===== config.mk =====
export PLATFORM = sky130hd
export DESIGN_NAME = cpu_bus_cycle
export DESIGN_NICKNAME = d
export VERILOG_FILES = /design/src/rtl/cpu_bus_cycle.sv
export SDC_FILE = /design/constraint.sdc
export NUM_CORES = 1
export LEC_CHECK = 0
export CAP_MARGIN = 20
export CORE_MARGIN = 4
export CORE_UTILIZATION = 46
export DETAILED_ROUTE_END_ITERATION = 7
export PLACE_DENSITY_LB_ADDON = 0.05
export SYNTH_ARGS = -nofsm -noshare
export SYNTH_HDL_FRONTEND = slang
export SYNTH_SLANG_ARGS = --single-unit
export TNS_END_PERCENT = 20

===== constraint.sdc =====
create_clock -name clk -period 2.3 [get_ports clk]
set_input_delay 0.23 -clock clk [delete_from_list [all_inputs] [get_ports clk]]
set_output_delay 0.23 -clock clk [all_outputs]
set_load 0.005 [all_outputs]

===== src/rtl/cpu_bus_cycle.sv =====
// cpu_bus_cycle: SM83 M-cycle/T-cycle sequencer and system-bus access unit with wait states and timeout.
// Build option: define CPU_BUS_CYCLE_DOUBLE_SPEED_EN to add speed_switch_req/double_speed.
//
// state  | meaning
// IDLE   | internal M-cycle; at T0 a request may be sampled
// ACTIVE | bus access in progress, T-cycle counter running
// WAIT   | bus access stalled at T_PER_M-2 while bus_wait is high
module cpu_bus_cycle #(
    parameter int ADDR_W   = 16,
    parameter int DATA_W   = 8,
    parameter int T_PER_M  = 4,
    parameter int MAX_WAIT = 15
) (
    input  logic                       clk,
    input  logic                       reset,
    input  logic                       ce,
    input  logic                       req_valid,
    input  logic                       req_write,
    input  logic [ADDR_W-1:0]          req_addr,
    input  logic [DATA_W-1:0]          req_wdata,
    output logic                       req_ready,
    output logic                       commit,
    output logic                       rsp_valid,
    output logic [DATA_W-1:0]          rsp_rdata,
    output logic [$clog2(T_PER_M)-1:0] t_cycle,
    output logic                       phi,
    output logic [ADDR_W-1:0]          bus_addr,
    output logic                       bus_en,
    output logic                       bus_wr,
    output logic [DATA_W-1:0]          bus_wdata,
    input  logic [DATA_W-1:0]          bus_rdata,
    input  logic                       bus_wait,
`ifdef CPU_BUS_CYCLE_DOUBLE_SPEED_EN
    input  logic                       speed_switch_req,
    output logic                       double_speed,
`endif
    output logic                       timeout_err
);

    localparam int TW = $clog2(T_PER_M);
    localparam int WW = $clog2(MAX_WAIT + 1);
    localparam logic [TW-1:0] T_LAST1 = TW'(T_PER_M - 1);
    localparam logic [TW-1:0] T_WAIT  = TW'(T_PER_M - 2);
    localparam logic [TW-1:0] T_HALF  = TW'(T_PER_M / 2);
    localparam logic [WW-1:0] W_MAX   = WW'(MAX_WAIT);

    typedef enum logic [1:0] {
        S_IDLE   = 2'd0,
        S_ACTIVE = 2'd1,
        S_WAIT   = 2'd2
    } state_t;

    state_t          r_state;
    state_t          w_state_nxt;
    logic [TW-1:0]   r_t;
    logic [TW-1:0]   w_t_nxt;
    logic [TW-1:0]   w_t_adv;
    logic [WW-1:0]   r_wait_cnt;
    logic [WW-1:0]   w_wait_cnt_nxt;
    logic [ADDR_W-1:0] r_bus_addr;
    logic [DATA_W-1:0] r_bus_wdata;
    logic [DATA_W-1:0] r_rsp_rdata;
    logic            r_write;
    logic            r_abort;
    logic            r_rsp_valid;
    logic            r_timeout;
    logic            w_start;
    logic            w_stall;
    logic            w_abort;
    logic            w_last;
    logic            w_dbl;
    logic            w_dbl_step;

`ifdef CPU_BUS_CYCLE_DOUBLE_SPEED_EN
    logic r_dbl;
    logic r_switch_pend;
    logic w_switch;

    // A switch request seen mid-access is parked until the next IDLE T0 without a request.
    assign w_switch = ce && (r_state == S_IDLE) && (r_t == '0) && !req_valid
                      && (r_switch_pend || speed_switch_req);

    always_ff @(posedge clk or posedge reset) begin
        if (reset) begin
            r_dbl         <= 1'b0;
            r_switch_pend <= 1'b0;
        end else if (ce) begin
            if (w_switch) begin
                r_dbl         <= ~r_dbl;
                r_switch_pend <= 1'b0;
            end else if (speed_switch_req) begin
                r_switch_pend <= 1'b1;
            end
        end
    end

    assign w_dbl        = r_dbl;
    assign w_dbl_step   = r_dbl ^ w_switch;
    assign double_speed = r_dbl;
`else
    assign w_dbl      = 1'b0;
    assign w_dbl_step = 1'b0;
`endif

    assign w_start = ce && (r_state == S_IDLE) && (r_t == '0) && req_valid;
    assign w_last  = w_dbl ? (r_t == T_WAIT) : (r_t == T_LAST1);
    assign w_abort = (r_state == S_WAIT) && bus_wait && (r_wait_cnt == W_MAX);
    assign w_stall = ((r_state == S_ACTIVE) && (r_t == T_WAIT) && bus_wait)
                     || ((r_state == S_WAIT) && bus_wait && (r_wait_cnt != W_MAX));

    always_comb begin
        w_t_adv = r_t + TW'(1);
        if (w_dbl_step) begin
            w_t_adv = (r_t >= T_WAIT) ? '0 : r_t + TW'(2);
        end else if (r_t == T_LAST1) begin
            w_t_adv = '0;
        end
    end

    always_ff @(posedge clk or posedge reset) begin
        if (reset) begin
            r_state    <= S_IDLE;
            r_t        <= '0;
            r_wait_cnt <= '0;
        end else begin
            r_state    <= w_state_nxt;
            r_t        <= w_t_nxt;
            r_wait_cnt <= w_wait_cnt_nxt;
        end
    end

    always_comb begin
        w_state_nxt    = r_state;
        w_t_nxt        = r_t;
        w_wait_cnt_nxt = r_wait_cnt;
        if (ce) begin
            if (!w_stall) begin
                w_t_nxt = w_t_adv;
            end
            case (r_state)
                S_IDLE: begin
                    if (w_start) begin
                        w_state_nxt = S_ACTIVE;
                    end
                end
                S_ACTIVE: begin
                    if (w_stall) begin
                        w_state_nxt    = S_WAIT;
                        w_wait_cnt_nxt = WW'(1);
                    end else if (w_last) begin
                        w_state_nxt = S_IDLE;
                    end
                end
                S_WAIT: begin
                    if (w_stall) begin
                        if (r_wait_cnt != W_MAX) begin
                            w_wait_cnt_nxt = r_wait_cnt + WW'(1);
                        end
                    end else if (w_last) begin
                        // Double speed: the wait point is also the last T-cycle.
                        w_state_nxt = S_IDLE;
                    end else begin
                        w_state_nxt = S_ACTIVE;
                    end
                end
                default: begin
                    w_state_nxt = S_IDLE;
                end
            endcase
        end
    end

    always_comb begin
        req_ready = ce && (r_state == S_IDLE) && (r_t == '0);
        commit    = ce && w_last && !w_stall;
        bus_en    = (r_state != S_IDLE);
        // Strobe drops in the last T-cycle for write hold time (single speed only).
        bus_wr    = bus_en && r_write && (w_dbl || (r_t != T_LAST1));
        phi       = (r_t < T_HALF);
    end

    always_ff @(posedge clk or posedge reset) begin
        if (reset) begin
            r_bus_addr  <= '0;
            r_bus_wdata <= '0;
            r_write     <= 1'b0;
            r_abort     <= 1'b0;
            r_rsp_valid <= 1'b0;
            r_rsp_rdata <= '0;
            r_timeout   <= 1'b0;
        end else begin
            r_rsp_valid <= 1'b0;
            r_timeout   <= 1'b0;
            if (w_start) begin
                r_bus_addr  <= req_addr;
                r_bus_wdata <= req_wdata;
                r_write     <= req_write;
                r_abort     <= 1'b0;
            end
            if (ce && w_abort) begin
                r_abort   <= 1'b1;
                r_timeout <= 1'b1;
            end
            if (commit && (r_state != S_IDLE)) begin
                r_abort <= 1'b0;
                if (!r_write) begin
                    r_rsp_valid <= 1'b1;
                    r_rsp_rdata <= (r_abort || w_abort) ? '1 : bus_rdata;
                end
            end
        end
    end

    assign t_cycle     = r_t;
    assign bus_addr    = r_bus_addr;
    assign bus_wdata   = r_bus_wdata;
    assign rsp_valid   = r_rsp_valid;
    assign rsp_rdata   = r_rsp_rdata;
    assign timeout_err = r_timeout;

endmodule


## Yosys cells after proc, flatten, opt, wreduce, memory -nomap -nowiden

Cells that the tools add are included.

| storage, ports and cells | value |
|---|---|
| register bits | 44 |
| bits in latches | 0 |
| bits in writable memories | 0 |
| ROM bits | 0 |
| input bits | 38 |
| output and inout port bits | 41 |
| memories | 0 |

| operators by class | value |
|---|---|
| $add $sub $neg | 2 |
| multipliers | 0 |
| divide/modulo/power cells | 0 |
| $lt $le $gt $ge | 1 |
| eq/ne operators | 13 |
| shift operators | 0 |
| muxes and demuxes | 18 |
| bitwise operators | 2 |
| reductions and logical operators | 26 |

Operators by type and width:

| kind | count |
|---|---|
| $logic_and 1x1->1 | 14 |
| $mux 4 | 3 |
| $mux 2 | 5 |
| $ne 2x2->1 const B | 5 |
| $mux 8 | 1 |
| $pmux 4 s2 | 1 |
| $mux 1 | 7 |
| $eq 2x2->1 const B | 3 |
| $pmux 2 s3 | 1 |
| $reduce_and 5->1 | 1 |
| $add 4x1->4 const B | 1 |
| $eq 4x4->1 const B | 1 |
| $logic_not 2->1 | 2 |
| $ne 4x4->1 const B | 1 |
| $reduce_and 2->1 | 2 |
| $reduce_and 4->1 | 1 |
| $reduce_bool 2->1 | 2 |
| $ne 3x3->1 const B | 1 |
| $reduce_bool 3->1 | 1 |
| $add 2x1->2 const B | 1 |
| $eq 2x1->1 const B | 1 |
| $logic_or 1x1->1 | 2 |
| $lt 2x2->1 const B | 1 |
| $ne 2x1->1 const B | 1 |
| 2 further kinds | 3 |

## Logic depth before layout (Yosys ltp)

| depth | value |
|---|---|
| depth after elaboration | 8 |
| mapped depth | 7 |

## Worst setup path after synthesis

OpenSTA, ideal clock, no wires.

| path | value |
|---|---|
| path type | flip-flop to flip-flop |
| start point | register r_t[0] (netlist: t_cycle[0]) |
| end point | register r_rsp_rdata[0] (netlist: rsp_rdata[0]) |
| library setup time | 0.123 ns |
| data arrival time | 1.526 ns |
| path slack | 0.650 ns |
| cell stages (with the launch flop) | 8 |
| buffers on the path | 1 |
| clock period less this slack | 1.650 ns |
| path through | dfrtp_1 > inv_1 > ha_1 > nand4b_1 > o211ai_4 > or3_1 > buf_6 > mux2i_1 |

| between the ends | value |
|---|---|
| longest elaborated chain between the ends | 8 |

RTL lines:

| element | line | RTL |
|---|---|---|
| start: declaration | 55 | `logic [TW-1:0] r_t;` |
| start signal: assignment | 127 | `r_t <= w_t_nxt;` |
| $eq 2x2->1 | 108 | `assign w_stall = ((r_state == S_ACTIVE) && (r_t == T_WAIT) && bus_wait)` |
| $logic_and 1x1->1 (2 in a row) | 108 |  |
| $logic_or 1x1->1 | 109 | `\|\| ((r_state == S_WAIT) && bus_wait && (r_wait_cnt != W_MAX));` |
| $logic_not 1->1 | 175 | `commit = ce && w_last && !w_stall;` |
| $logic_and 1x1->1 * | 175 |  |
| $logic_and 1x1->1 * | 204 | `if (commit && (r_state != S_IDLE)) begin` |
| $reduce_and 2->1 (no source line) * | - |  |
| end signal: assignment | 208 | `r_rsp_rdata <= (r_abort \|\| w_abort) ? '1 : bus_rdata;` |
| end: declaration | 62 | `logic [DATA_W-1:0] r_rsp_rdata;` |

Mark *: on every way between the ends. The rest lies on a longest branch, timed or not.
A chain may end at the register's enable or synchronous reset.

## Worst setup path after layout

| path | value |
|---|---|
| start point | register r_wait_cnt[0] |
| end point | output port commit |

| between the ends | value |
|---|---|
| longest elaborated chain between the ends | 5 |

RTL lines:

| element | line | RTL |
|---|---|---|
| start: declaration | 58 | `logic [WW-1:0] r_wait_cnt;` |
| start signal: assignment | 128 | `r_wait_cnt <= w_wait_cnt_nxt;` |
| $ne 4x4->1 | 109 |  |
| $logic_and 1x1->1 | 109 |  |
| $logic_or 1x1->1 | 109 |  |
| $logic_not 1->1 | 175 |  |
| $logic_and 1x1->1 | 175 |  |
| end: declaration | 22 | `output logic commit,` |

No other way between the ends.

==> reports/qor.csv <==
stage,metric,value,unit
final_layout,stdcell_count,286,
pwr,finalPower,3.29,mW
clock_network,clock_sinks,44,
pwr,p_int,2.37,mW
grt,grt-ovfl-total,0,
clock_network,hold_buffers,0,
pwr,switchingPower,0.914,mW
clock_network,htree_levels,2,
final_layout,layout-drive-gt1-share,16.9,%
grt,grt_usage,17.6,%
sta,relSlewSlack,58.8,%
final_layout,fin_util,71.3,%
floorplanning,die_w,72.9,um
critical_path,crit_chain,ha_1 > and3_4 > o211ai_4 > nor2_1 > clkdlybuf4s50_1,
clock_network,postCtsResizedCells,0,
logic_synthesis,synth.area.top_cells,"dfrtp_1 57%, mux2_2 16%, mux2i_1 4.1%",
flow_run,maxCapViolations,0,
logic_synthesis,ys_types,32,
logic_synthesis,ys_seq_area_share,56.9,%
pwr,sequentialPowerShare,40.1,%
sta,slew_viol_final,0,
logic_synthesis,yosysWarnings,0,
sta,tns,0,ns
routing,wl,4400,um
floorplanning,initial_core_util,48.0,%
final_layout,most-common-layout-cells,"78 x clkdlybuf4s50_1, 44 x dfrtp_1, 27 x mux2_2, 15 x inv_1, 14 x nor2_1",
floorplanning,die_area,5310,um2
final_layout,n_antenna_cell,0,
logic_synthesis,syn_area,1940,um2
floorplanning,fp-row-count,23,
clock_network,clock_tree.buffer_depth,2,
clock_network,post_cts_buffers,0,
routing,drt_iter0_drc,72,
grt,grt_pass1_wl,7200,um
routing,route.detailed.drc,0,
placed_design,place_inst,278,
outcome,status,"complete, no violations",
final_layout,final_common_cell,clkdlybuf4s50_1,
pwr,netSwitchingFraction,27.8,%
critical_path,start_kind,flop,
pwr,p_leak,1.36,nW
clock_network,clk_pin_slew,0.08,ns
clock_network,cts_buffers,5,
pwr,combinationalPowerShare,42.6,%
critical_path,cp_top_family,buffers and inverters,
sta,skew,0.00703,ns
sta,rsz0062_at_grt,no,
routing,dr_total_vias,1455,
routing,ant_nets,0,
critical_path,path_max_fanout,5,
floorplanning,die_h,72.9,um
sta,tightest_slew,0.617,ns
clock_network,cts_root_buffer,clkbuf_8,
floorplanning,coreArea,4030,um2
placed_design,hpwl,3440,um
grt,antenna_found_initial,0,
routing,avgViaCountPerCell,5.09,
routing,routedWlPerCell,15.4,um
pwr,clockPowerShare,17.3,%
clock_network,cts_tree,yes,
routing,drt_pass1_iterations,4,
critical_path,worst-setup-path-type,reg2out,
final_layout,syn2layout_area_growth,48.4,%
sta,finalCritPeriodShare,93.7,%
logic_synthesis,yosys.area_share.xor_xnor,0,%
critical_path,critPathBufInv,1,
hold_path,hold_path.class,in2async,
logic_synthesis,yosys.area_share.simple,10.1,%
final_layout,fin_nets,277,
clock_network,worstSkewPairLatency,0.29,ns
critical_path,cp.arrival,1.93,ns
critical_path,cpPeakStageDelay,0.45,ns
sta,finalSetupViolCount,0,
critical_path,cpMaxStageDelayCell,clkdlybuf4s50_1,
floorplanning,ioPinCount,79,
placed_design,gp_congestion,0.994,
logic_synthesis,syn_inst,152,
logic_synthesis,synth_compound_area_share,6.01,%
sta,layout_min_cycle_time,2.16,ns
placed_design,port_buffers,78,
logic_synthesis,ys_ff_latch,44,
grt,grt_max_degree,45,
logic_synthesis,synth_top_family_by_area,multiplexers,
logic_synthesis,synth.largest_area_cell,dfrtp_1,
critical_path,cp.required,2.07,ns
pwr,powerDensity,1140,nW/um2
logic_synthesis,synth_nets,194,
pwr,ir_drop,690,uV
critical_path,end_kind,output pin,
logic_synthesis,synthAdderAreaFrac,2.59,%
logic_synthesis,yosys.area.top_type_share,56.9,%
logic_synthesis,synth_area_per_cell,12.7,um2
sta,hold_viol_final,0,
sta,fmax,464,MHz
logic_synthesis,synth.mux.area_fraction,19.8,%
grt,grt_pass1_vias,1568,
==> area by class of cell <==
type,count,area (um2)
clock buffer,6,72.6
clock inverter,2,35.0
fill,293,1160
inverter,16,60.1
multi-input combinational,88,746
sequential,44,1100
tap,50,62.6
timing repair buffer,80,796
==> tightest hold or removal path, delay by kind of cell <==
kind,cells,cell delay [ns]
buf+inv,3,0.88
==> power groups by stage <==
stage | clock network (mW) | logic [mW] | registers, mW
final | 0.568 | 1.40 | 1.32
after global routing | 0.611 | 1.53 | 1.37
after CTS | 0.581 | 1.43 | 1.32
after detailed placement | 0 | 1.42 | 1.34
after global placement | 0 | 1.37 | 1.30
after floorplan | 0 | 0.532 | 1.32
==> stage by stage <==
step | worst slack [ns] | area (um2) | hold WS, ns
floorplan | 0.650 | 1940 | 0.371
global placement | 0.362 | 2770 | 0.487
detailed placement | 0.305 | 2770 | 0.497
CTS | 0.142 | 2870 | 0.384
global route | 0.0419 | 2870 | 0.454
finish | 0.145 | 2870 | 0.367
==> metal layers <==
metal / vias up / routed length, um / track usage, % / share of wire [%]
met3: 9 / 376 / 5.92 / 8.5
met1: 707 / 1620 / 20.1 / 37
met2: 60 / 2320 / 30.6 / 53
met5: - / 0 / 0 / 0
li1: 679 / - / - / -
met4: 0 / 85 / 6.15 / 1.9
==> cell families (layout without fill, tap and decap cells) <==
| logic type | Yosys count | after routing |
|---|---|---|
| flip-flops | 44 | 44 |
| multiplexers | 35 | 35 |
| AND/OR/NAND/NOR | 34 | 34 |
| buffers and inverters | 20 | 104 |
| AO/OA/AOI/OAI | 15 | 15 |
| adder cells (fa/ha/maj) | 4 | 4 |
==> cell usage after synthesis <==
| master | n |
|---|---|
| nand3b_4 | 1 |
| nand2_1 | 4 |
| nand3_1 | 3 |
| mux2_2 | 27 |
| nor3_1 | 1 |
| o21ai_0 | 5 |
| buf_6 | 1 |
| inv_1 | 16 |
| a211o_1 | 1 |
| o22a_1 | 1 |
| dfrtp_1 | 44 |
| a22o_1 | 2 |
| o21bai_1 | 1 |
| nand4b_1 | 1 |
| o31ai_1 | 1 |
| and2b_1 | 1 |
| buf_2 | 2 |
| a21boi_0 | 1 |
| or3_1 | 2 |
| and3_4 | 1 |
| a211oi_1 | 1 |
| a21oi_1 | 1 |
| and3_1 | 2 |
| nor2b_1 | 1 |
| and3b_1 | 1 |
| nor2_1 | 14 |
| o211ai_4 | 1 |
| nand4_2 | 1 |
| nor3b_1 | 1 |
| buf_4 | 1 |
| mux2i_1 | 8 |
| ha_1 | 4 |
==> sequential cells by signal (all words and copies together) (netlist names), 2 cells and up <==
signal	flops
r_wait_cnt	4
bus_wdata	8
t_cycle	2
bus_addr	16
r_state	2
rsp_rdata	8
==> worst paths after layout <==
check,from,endpoint,slack (ns),cells after the start
max in group asynchronous,reset,r_state[0],1.57,3
min reg2reg,bus_addr[14],bus_addr[14],0.51,1
min in group clk,bus_addr[14],bus_addr[14],0.51,1
max,r_wait_cnt[0],commit,0.14,5
min,reset,bus_addr[12],0.37,3
max reg2reg,t_cycle[0],rsp_rdata[2],0.38,6
(Power assumes the default switching activity.)
